### config.mk
export PLATFORM = sky130hd
export DESIGN_NAME = fault_recovery_sequencer
export DESIGN_NICKNAME = d
export VERILOG_FILES = /design/src/rtl/fault_recovery_sequencer.sv
export SDC_FILE = /design/constraint.sdc
export NUM_CORES = 1
export LEC_CHECK = 0
export ABC_CLOCK_PERIOD_IN_PS = 3250
export BUFFER_PORTS_ARGS = -buffer_cell sky130_fd_sc_hd__buf_2
export CELL_PAD_IN_SITES_DETAIL_PLACEMENT = 0
export CELL_PAD_IN_SITES_GLOBAL_PLACEMENT = 2
export CORE_UTILIZATION = 37
export CTS_BUF_LIST = sky130_fd_sc_hd__clkbuf_8
export DETAILED_ROUTE_END_ITERATION = 8
export GPL_ROUTABILITY_DRIVEN = 0
export PLACE_DENSITY = 0.87
export SLEW_MARGIN = 20
export SYNTH_ARGS = -nofsm -noshare
export SYNTH_HDL_FRONTEND = slang
export SYNTH_SLANG_ARGS = --single-unit
### constraint.sdc
create_clock -name clk -period 3.25 [get_ports clk]
set_input_delay 0.4875 -clock clk [delete_from_list [all_inputs] [get_ports clk]]
set_output_delay 0.4875 -clock clk [all_outputs]
set_load 0.05 [all_outputs]
### src/rtl/fault_recovery_sequencer.sv
// fault_recovery_sequencer: fault capture, reset-hold/cooldown recovery with bounded retries and sticky lockout
module fault_recovery_sequencer #(
    parameter int N_SRC         = 4,
    parameter int RESET_HOLD    = 4,
    parameter int COOLDOWN      = 16,
    parameter int MAX_RETRIES   = 3,
    parameter int STABLE_CYCLES = 64
) (
    input  logic                               clk,
    input  logic                               reset_n,
    input  logic [N_SRC-1:0]                   fault_in,
    input  logic [N_SRC-1:0]                   fault_mask,
    input  logic                               clear_lockout,
    output logic                               fsm_reset,
    output logic                               ew_enable,
    output logic                               fault_event,
    output logic [$clog2(N_SRC)-1:0]           fault_src,
    output logic [$clog2(MAX_RETRIES+1)-1:0]   retry_count,
    output logic                               lockout,
    output logic [1:0]                         seq_state
);
    localparam int IW = $clog2(N_SRC);
    localparam int RW = $clog2(MAX_RETRIES + 1);
    localparam int CW = $clog2((RESET_HOLD > COOLDOWN ? RESET_HOLD : COOLDOWN) + 1);
    localparam int SW = $clog2(STABLE_CYCLES + 1);
    localparam logic [CW-1:0] HOLD_LD = CW'(RESET_HOLD - 1);
    localparam logic [CW-1:0] COOL_LD = CW'(COOLDOWN - 1);
    localparam logic [RW-1:0] RMAX = RW'(MAX_RETRIES);
    localparam logic [SW-1:0] SMAX = SW'(STABLE_CYCLES);

    typedef enum logic [1:0] {S_RUN = 2'd0, S_HOLD = 2'd1, S_COOL = 2'd2, S_LOCK = 2'd3} state_t;

    state_t          state, state_n;
    logic [CW-1:0]   cnt, cnt_n;
    logic [SW-1:0]   stable, stable_n;
    logic [RW-1:0]   retry_n;
    logic [IW-1:0]   src_n, pri;
    logic            event_n;
    logic [N_SRC-1:0] act;

    assign act = fault_in & ~fault_mask;

    always_comb begin
        pri = '0;
        for (int i = N_SRC - 1; i >= 0; i--)
            if (act[i]) pri = IW'(i);
    end

    always_comb begin
        state_n  = state;
        cnt_n    = cnt;
        retry_n  = retry_count;
        src_n    = fault_src;
        event_n  = 1'b0;
        stable_n = '0;
        case (state)
            S_RUN:
                if (|act) begin
                    src_n   = pri;
                    event_n = 1'b1;
                    if (retry_count == RMAX) begin
                        state_n = S_LOCK;
                    end else begin
                        state_n = S_HOLD;
                        retry_n = retry_count + RW'(1);
                        cnt_n   = HOLD_LD;
                    end
                end else begin
                    stable_n = (stable == SMAX) ? stable : stable + SW'(1);
                    retry_n  = (stable_n == SMAX) ? '0 : retry_count;
                end
            S_HOLD: begin
                state_n = (cnt == '0) ? S_COOL : S_HOLD;
                cnt_n   = (cnt == '0) ? COOL_LD : cnt - CW'(1);
            end
            S_COOL: begin
                state_n = (cnt == '0) ? S_RUN : S_COOL;
                cnt_n   = (cnt == '0) ? cnt : cnt - CW'(1);
            end
            S_LOCK:
                if (clear_lockout) begin
                    state_n = S_HOLD;
                    retry_n = '0;
                    cnt_n   = HOLD_LD;
                end
            default: state_n = S_RUN;
        endcase
    end

    always_ff @(posedge clk or negedge reset_n) begin
        if (!reset_n) begin
            state       <= S_RUN;
            cnt         <= '0;
            stable      <= '0;
            retry_count <= '0;
            fault_src   <= '0;
            fault_event <= 1'b0;
        end else begin
            state       <= state_n;
            cnt         <= cnt_n;
            stable      <= stable_n;
            retry_count <= retry_n;
            fault_src   <= src_n;
            fault_event <= event_n;
        end
    end

    assign fsm_reset = (state == S_HOLD) || (state == S_LOCK);
    assign ew_enable = ~fsm_reset;
    assign lockout   = (state == S_LOCK);
    assign seq_state = state;
endmodule

* Yosys cells after proc, flatten, opt, wreduce, memory -nomap -nowiden
Index checks and enable logic that the tools add are counted.
** Word-level totals
- Bits in registers :: 19
- Input port bits :: 11
** Cells by class
- $add $sub $neg :: 3
- Equality and inequality tests :: 12
- Muxes and demuxes :: 26
- Bitwise gates (word level) :: 3
- Reduce and logical (&&, ||, !) cells :: 9
** Operators by type and width (count)
- 2-bit 2-to-1 mux :: 13
- 5-bit 2-to-1 mux :: 5
- 7-bit 2-to-1 mux :: 3
- 5-bit case mux with 4 select lines :: 1
- 7-bit equality test (second input constant) :: 2
- 2-bit != test (second input constant) :: 4
- 2-bit case mux with 4 select lines :: 1
- 4-bit AND reduction :: 2
- 7-bit by 1-bit adder with 7-bit output (second input constant) :: 1
- 2-bit equality test (second input constant) :: 3
- 3-bit != test (second input constant) :: 2
- 5-bit logical NOT :: 1
- 5-bit by 1-bit subtractor with 5-bit output (second input constant) :: 1
- 4-bit bitwise AND :: 1
- 4-bit inverter :: 1
- 2-bit case mux with 2 select lines :: 1
- 2-bit AND reduction :: 2
- 4-bit OR reduction :: 1
- 2-bit by 1-bit adder with 2-bit output (second input constant) :: 1
- 2-bit by 1-bit equality test with 1-bit output (second input constant) :: 1
- 2-bit logical NOT :: 1
- 1-bit 2-to-1 mux :: 2
- 2-bit nonzero test :: 1
- 1-bit logical OR :: 1
- 1-bit inverter :: 1

* Logic depth before layout (Yosys ltp)
Gate-level depths: netlist (run 1).
- Depth in word-level cells :: 6
- Gate-level depth with buffers :: 7

* Least setup slack after synthesis (run 1)
No wires, ideal clock.
- Kind :: register to output
- Start :: register state[1] (netlist: seq_state[1])
- End :: output port ew_enable
- Arrival :: 2.175 ns
- Setup slack :: 0.588 ns
- Cell stages (with the launch flop) :: 4
- Buffers on the path :: 0
- Cell sequence :: dfrtp_1 -> ha_1 -> or2_1 -> inv_1
** Between the ends
- Word-level cells in the longest chain between the ends :: 3
- Elaborated cells on any way between the ends :: 4
** RTL lines
- from (decl) :: RTL line 33 : state_t state, state_n;
- from (signal assigned) :: RTL line 99 : state <= state_n;
- 2-bit equality test
- via lockout :: RTL line 19 : output logic lockout,
- 1-bit logical OR :: RTL line 108 : assign fsm_reset = (state == S_HOLD) || (state == S_LOCK);
- via fsm_reset :: RTL line 14 : output logic fsm_reset,
- 1-bit inverter :: RTL line 109 : assign ew_enable = ~fsm_reset;
- to (decl) :: RTL line 15 : output logic ew_enable,
The timed path passes the listed nets, and every way through them passes these cells.

* Worst setup path after layout (run 1)
- Start :: register state[0] (netlist: seq_state[0])
- End :: output port ew_enable
** Between the ends
- Word-level cells in the longest chain between the ends :: 3
- Elaborated cells on any way between the ends :: 4
** RTL lines (RTL line)
- 2-bit by 1-bit equality test with 1-bit output / 2-bit equality test (equally long branches) :: 108
- 1-bit logical OR (*) :: 108
- 1-bit inverter (*) :: 109
Mark *: on every way between the ends. The rest lies on a longest branch, timed or not.

==> impl_results.md, run 1 <==
* Status: completed
* Critical Path Sink: ew_enable
* Fin area at 0.00142 sq mm
* Clk slew on worst S/H paths at 0.07 ns
* Max Cap Violations at 0
* Final Max Tran Viols at 0
* CP Launch Point: seq_state[0]
* Critical path depth at 4
* Grt ovf at 0
* Pin count of the biggest net entering global routing at 20
* Wirelength per Cell at 12.8 um
* H-tree depth at 1
* Row Count at 20
* DP Wirelength at 2.06 mm
* Mapped Area at 0.00122 sq mm
* Core area at 0.00308 sq mm
* Pleak at 0.661 nW
* Fin. Hold Viols at 0
* Die Ht at 59.3 um
* FF-to-FF setup slack at 1.40 ns
* Power Total at 1.30 mW
* Clock sinks at 19
* # setup viols final at 0
* Die Span X at 59.3 um
* Number of port buffers at 20
* Initial antenna violation count at 0
* Post-CTS Setup Inserts at 0
* Peak Freq at 485 MHz
* Crit Path Category: flop to output pin
* Peak supply drop at 0.400 mV
* Met3 wire length at 57 um
* Crit path launch type: flop
* Tcrit/Tclk final at 0.635
* Post-cts sizing count at 0
* Share of layout cells above drive strength 1 at 0.190
* First-pass iteration count of the detailed router at 4
* Vias in the first global route at 1083
* First-pass GRT wire length at 4.75 mm
* Total Routing Usage GR at 0.182
* Root Buffer: clkbuf_8
* Critical Path Slowest Stage Cell: dfrtp_1
* Routed length on met2 at 1.41 mm
* Worst r2r dst: retry_count[1]
* Final min period at 2.06 ns
* Hold buffers post-CTS at 0
* WL final at 2.59 mm
* Pwr Density at 920 mW/mm^2
* CP peak stage delay at 0.41 ns
* Crit path buf inv count at 2
* Critical-path cell list: ha_1, or2_1, inv_1, buf_2
* FF-to-FF path depth at 5
* Layout area overhead at 16.5%
* Synth Register Bits at 19
* Top delay family on crit path: flip-flops
* Netlist cell types at 37
* Ant diodes at 0
* CP Max Fanout at 7
* Initial Util at 0.395
* Synthesized Nets at 153
* Register area at 475 sq um
* Min Hold Slack at 0.161 ns
* Worst r2r src: stable[3]
* IO Count at 21
* Synth warnings at 0
* Setup TNS at 0 ns
* Non-Filler Instances at 202
* Top layer in use: met4
* Multi-input logic area at 703 sq um
* Drt via density at 5.18
* Worst setup EP type: output pin
* Total die area at 0.00352 sq mm
* DP Area at 0.00137 sq mm
* Relative slew slack at 0.651
* Fillcell total at 333
* Nets at 178
* Syn_area_per_cell at 9.08 sq um
* Wl on met1 at 1.08 mm
* Gate Count Post-Synth at 134
* Worst-skew pair later-pin latency at 0.25 ns
* Via count at 1046
* Iter 0 DRT Violations at 69
* Data arrival time at the worst-slack endpoint at 1.57 ns
* Commonest cells after routing, fill and taps aside: 20 x buf_2, 19 x dfrtp_1, 16 x nor2_1, 12 x a21oi_1, 11 x inv_1
* HP Class: primary input to async pin
* Cell count after placement at 198
* Final ANT Viol Nets at 0
* CTS tree: built
* WP data required at 2.76 ns
* Clock Path Buffers at 2
* Clock Skews at 0.00619 ns
* Worst-Margin Slew at 0.517 ns
* Most common cell after layout, fill and taps aside: buf_2
* Register area share after synthesis at 0.391
* CTS buffer count at 3
* Unrepaired setup endpoints after global routing: false
* DRC Markers at 0
==> worst reg2reg max path: stages, from the launching register on <==
cell,delay [ns]
dfrtp_1,0.44
or4b_4,0.55
nor2_2,0.19
nor2_1,0.09
nor4b_2,0.33
a21oi_1,0.12
==> layer usage <==
layer | GRT usage | vias up
met2 | 0.329 | 10
met1 | 0.214 | 512
li1 | - | 519
met3 | 0.0262 | 5
met5 | 0 | -
met4 | 0.0714 | 0
==> layout make-up <==
type,instances,share of cell area
clock buffers,3,0.0292
well taps,44,0.0389
flip-flops and latches,19,0.336
clock inverters,1,0.00265
inverters,10,0.0265
multi-input cells,105,0.496
repair buffers,20,0.0707
==> synth_stat cells (all sizes together) <==
library cell	instances	area share
and3	1	0.0051
a22o	1	0.0072
o211a	1	0.0082
nand2b	6	0.031
nor3	9	0.037
nand3	3	0.012
a21o	1	0.0062
mux2i	1	0.0082
ha	8	0.082
xor2	3	0.022
xnor2	4	0.029
a31oi	1	0.0051
a22oi	1	0.0062
nand2	9	0.028
a211oi	1	0.0062
nor4b	2	0.025
nor3b	1	0.0062
o21a	1	0.0062
mux2	2	0.019
a41oi	2	0.021
nor2b	4	0.021
o21ai	6	0.025
nor4	1	0.0051
or2	2	0.010
o41ai	1	0.013
inv	10	0.031
nand3b	1	0.0062
o22a	1	0.0072
dfrtp	19	0.39
a21oi	12	0.049
or4b	1	0.011
nor2	17	0.055
o31ai	1	0.0062
==> power by group <==
part | total, mW | switching (mW) | leakage (nW) | internal [mW]
registers | 0.368 | 0.0625 | 0.249 | 0.305
logic | 0.775 | 0.527 | 0.385 | 0.249
clock network | 0.159 | 0.0756 | 0.0269 | 0.0839
==> how the worst min path moves through the flow <==
| stage | from | to | slack, ns | cells after the start |
|---|---|---|---|---|
| floorplan | reset_n | cnt[0] | 0.19 | 0 |
| global placement | reset_n | fault_event | 0.45 | 1 |
| detailed placement | reset_n | fault_event | 0.46 | 1 |
| CTS | reset_n | fault_event | 0.17 | 1 |
| global route | reset_n | retry_count[0] | 0.20 | 1 |
| finish | reset_n | fault_event | 0.16 | 1 |
==> registers in the layout, summed over array words and instances, names as in the netlist <==
name / cells
fault_src: 2
cnt: 5
stable: 7
fault_event: 1
retry_count: 2
seq_state: 2
==> logic make-up (layout without fill, tap and decap cells) <==
logic type	after synthesis	after routing	synth area share
adder cells (fa/ha/maj)	8	8	0.0823
XOR/XNOR	7	7	0.0504
AO/OA/AOI/OAI	30	30	0.167
AND/OR/NAND/NOR	57	57	0.252
buffers and inverters	10	34	0.0309
multiplexers	3	3	0.0267
flip-flops	19	19	0.391
==> through the flow <==
step | util | setup WS [ns]
finish | 0.460 | 1.19
global route | 0.460 | 1.12
CTS | 0.460 | 1.17
detailed placement | 0.446 | 1.21
global placement | 0.446 | 1.25
floorplan | - | 0.588
Power figures use the tool's default switching activity.
==> run 2: changes to the inputs <==
--- a/config.mk
+++ b/config.mk
@@ -5,15 +5,15 @@
 export SDC_FILE = /design/constraint.sdc
 export NUM_CORES = 1
 export LEC_CHECK = 0
-export ABC_CLOCK_PERIOD_IN_PS = 3250
+export ABC_CLOCK_PERIOD_IN_PS = 1700
 export BUFFER_PORTS_ARGS = -buffer_cell sky130_fd_sc_hd__buf_2
 export CELL_PAD_IN_SITES_DETAIL_PLACEMENT = 0
 export CELL_PAD_IN_SITES_GLOBAL_PLACEMENT = 2
-export CORE_UTILIZATION = 37
+export CORE_UTILIZATION = 31
 export CTS_BUF_LIST = sky130_fd_sc_hd__clkbuf_8
 export DETAILED_ROUTE_END_ITERATION = 8
 export GPL_ROUTABILITY_DRIVEN = 0
-export PLACE_DENSITY = 0.87
+export PLACE_DENSITY = 0.78
 export SLEW_MARGIN = 20
 export SYNTH_ARGS = -nofsm -noshare
 export SYNTH_HDL_FRONTEND = slang
==> constraint.sdc (replaced) <==
create_clock -name clk -period 1.7 [get_ports clk]
set_input_delay 0.255 -clock clk [delete_from_list [all_inputs] [get_ports clk]]
set_output_delay 0.255 -clock clk [all_outputs]
set_load 0.05 [all_outputs]
==> impl_results.md, run 2 (synthesis results as in run 1) <==
* Unrepaired setup endpoints after global routing: true
* Final min period at 1.68 ns
* CP Launch Point: stable[2]
* Power share of the clock group at 0.115 (-0.007)
* Via count at 1097 (+4.9%)
* FF-to-FF setup slack at 0.02 ns (-1.38 ns)
* Multi-input logic area at 766 sq um (+8.9%)
* Crit path launch type: flop
* Share of total power in sequential cells at 0.250 (-0.032)
* Comb power frac at 0.636 (+0.041)
* Peak Freq at 596 MHz
* Nets at 197 (+11%)
* Number of port buffers at 20 (unchanged)
* Share of layout cells above drive strength 1 at 0.350 (+0.160)
* Fillcell total at 395 (+19%)
* Worst setup EP type: flop
* DRC Markers at 0 (unchanged)
* Peak supply drop at 1.13 mV (+180%)
* Clock Skews at 0.00281 ns (-0.00338 ns)
* Relative slew slack at 0.698 (+0.0463)
* H-tree depth at 1 (unchanged)
* Wirelength per Cell at 12.6 um (-2.0%)
* Initial antenna violation count at 0 (unchanged)
* Final core occ at 0.443 (-0.0167)
* Commonest cells after routing, fill and taps aside: 19 x buf_4, 18 x buf_2, 15 x nor2_1, 15 x dfrtp_1, 12 x a21oi_1
* HP Class: primary input to flop
* Vias in the first global route at 1021 (-5.7%)
* Crit Path Category: flop to flop
* Largest regs: stable x7, cnt x5
* CTS tree: built
* Data arrival time at the worst-slack endpoint at 1.82 ns (+0.25 ns)
* Pleak at 0.755 nW (+14%)
* Layout area overhead at 35.5%
* CTS buffer count at 3 (unchanged)
* Largest register FFs at 7 (unchanged)
* WL final at 2.83 mm (+9.2%)
* Status: completed
* Critical Path Sink: retry_count[1]
* Drt via density at 4.88 (-5.8%)
* DP Area at 0.00152 sq mm (+10%)
* Worst r2r dst: retry_count[1]
* Cell count after placement at 217 (+9.6%)
* Pwr Density at 1730 mW/mm^2 (+88%)
* Grt ovf at 0 (unchanged)
* First-pass iteration count of the detailed router at 4 (unchanged)
* Max Cap Violations at 0 (unchanged)
* Row Count at 22 (+10%)
* Power Total at 2.85 mW (+120%)
* Total Routing Usage GR at 0.147 (-0.0347)
* Fin area at 0.00165 sq mm (+16%)
* Final Max Tran Viols at 0 (unchanged)
* Register area at 480 sq um (+1.1%)
* Die Span X at 64.6 um (+8.9%)
* IO Count at 21 (unchanged)
* WP data required at 1.85 ns (-0.91 ns)
* Tcrit/Tclk final at 0.988
* Worst-Margin Slew at 0.453 ns (-0.0638 ns)
* Clock sinks at 19 (unchanged)
* Die Ht at 64.6 um (+8.9%)
* Worst r2r src: stable[2]
* FF-to-FF path depth at 5 (unchanged)
* Switching pwr at 1.38 mW (+110%)
* Final ANT Viol Nets at 0 (unchanged)
* Sw frac at 0.485 (-0.0256)
* Iter 0 DRT Violations at 27 (-61%)
* CP Max Fanout at 3 (-4)
* Cell-internal power at 1.47 mW (+130%)
* Core area at 0.00372 sq mm (+21%)
* DP Wirelength at 2.17 mm (+5.6%)
* Root Buffer: clkbuf_8
* Initial Util at 0.327 (-0.0678)
* Biggest register: stable
* Pin count of the biggest net entering global routing at 20 (unchanged)
* Ant diodes at 0 (unchanged)
* Fin. Hold Viols at 0 (unchanged)
* Clock Path Buffers at 2 (unchanged)
* Most common cell after layout, fill and taps aside: buf_4
* # setup viols final at 0 (unchanged)
* First-pass GRT wire length at 4.71 mm (-0.88%)
* Total die area at 0.00418 sq mm (+19%)
* Non-Filler Instances at 225 (+11%)
* Clk slew on worst S/H paths at 0.08 ns (about the same)
* Worst-skew pair later-pin latency at 0.26 ns (about the same)
-- run 2: cell types whose count changed in the layout (fill, tap and decap cells not counted), moves of 3 or more --
| cell | before | now |
|---|---|---|
| ha_1 | 8 | 5 |
| inv_1 | 11 | 7 |
| dfrtp_2 | 0 | 4 |
| dfrtp_1 | 19 | 15 |
| buf_4 | 0 | 19 |
-- run 2: layer usage --
layer / vias to the layer above / global-route usage / part of all wire
met5: - / 0 / 0
met4: 0 / 0.0333 / 0.0081
met3: 4 / 0.0370 / 0.029
met2: 19 / 0.239 / 0.49
met1: 514 / 0.195 / 0.47
li1: 560 / - / -
-- run 2: final cells by class --
| type | count | area share |
|---|---|---|
| timing repair buffer | 39 | 0.154 |
| sequential | 19 | 0.292 |
| inverter | 10 | 0.0251 |
| clock buffer | 3 | 0.0251 |
| multi-input combinational | 105 | 0.465 |
| tap | 48 | 0.0364 |
| clock inverter | 1 | 0.00304 |
-- run 2: repair_timing --
item / CTS / global route
pin swaps: 0 / 6
hold endpoints to repair: 19 / 0
setup endpoints to repair: 1 / 6
gates resized for setup: 2 / 10
hold buffers: 1 / 0
setup buffers: 1 / 2
-- run 2: critical path, cell delays in order (launching register included) --
cell and delay, ns:
dfrtp_1 0.39, or4b_4 0.57, nor2_4 0.14, nor2_2 0.06, nor4b_4 0.30, a21oi_1 0.10
-- run 2: how the worst min path moves through the flow --
stage / startpoint / end / slack, ns / cells past startpoint
after floorplan: reset_n / cnt[0] / -0.04 / 0
after global placement: reset_n / stable[3] / 0.23 / 1
after detailed placement: reset_n / stable[4] / 0.24 / 1
after CTS: fault_in[0] / fault_src[1] / 0.36 / 4
after global routing: fault_in[0] / fault_src[1] / 0.42 / 4
final: fault_in[0] / fault_src[1] / 0.38 / 4
-- run 2: power by group through the flow --
stage	Combinational (mW)	Clock [mW]	Sequential, mW
after floorplan	0.974	0	0.966
after global placement	1.68	0	0.713
after detailed placement	1.71	0	0.718
after CTS	1.76	0.341	0.704
after global routing	2.00	0.350	0.732
final	1.81	0.327	0.712
-- run 2: stage by stage --
stage               setup WS (ns)  hold slack, ns  setup TNS (ns)
finish                     0.0208           0.379               0
global placement           0.0607           0.229               0
floorplan                0.000560         -0.0406               0
detailed placement         0.0375           0.239               0
global route              -0.0694           0.418          -0.100
CTS                        0.0209           0.359               0
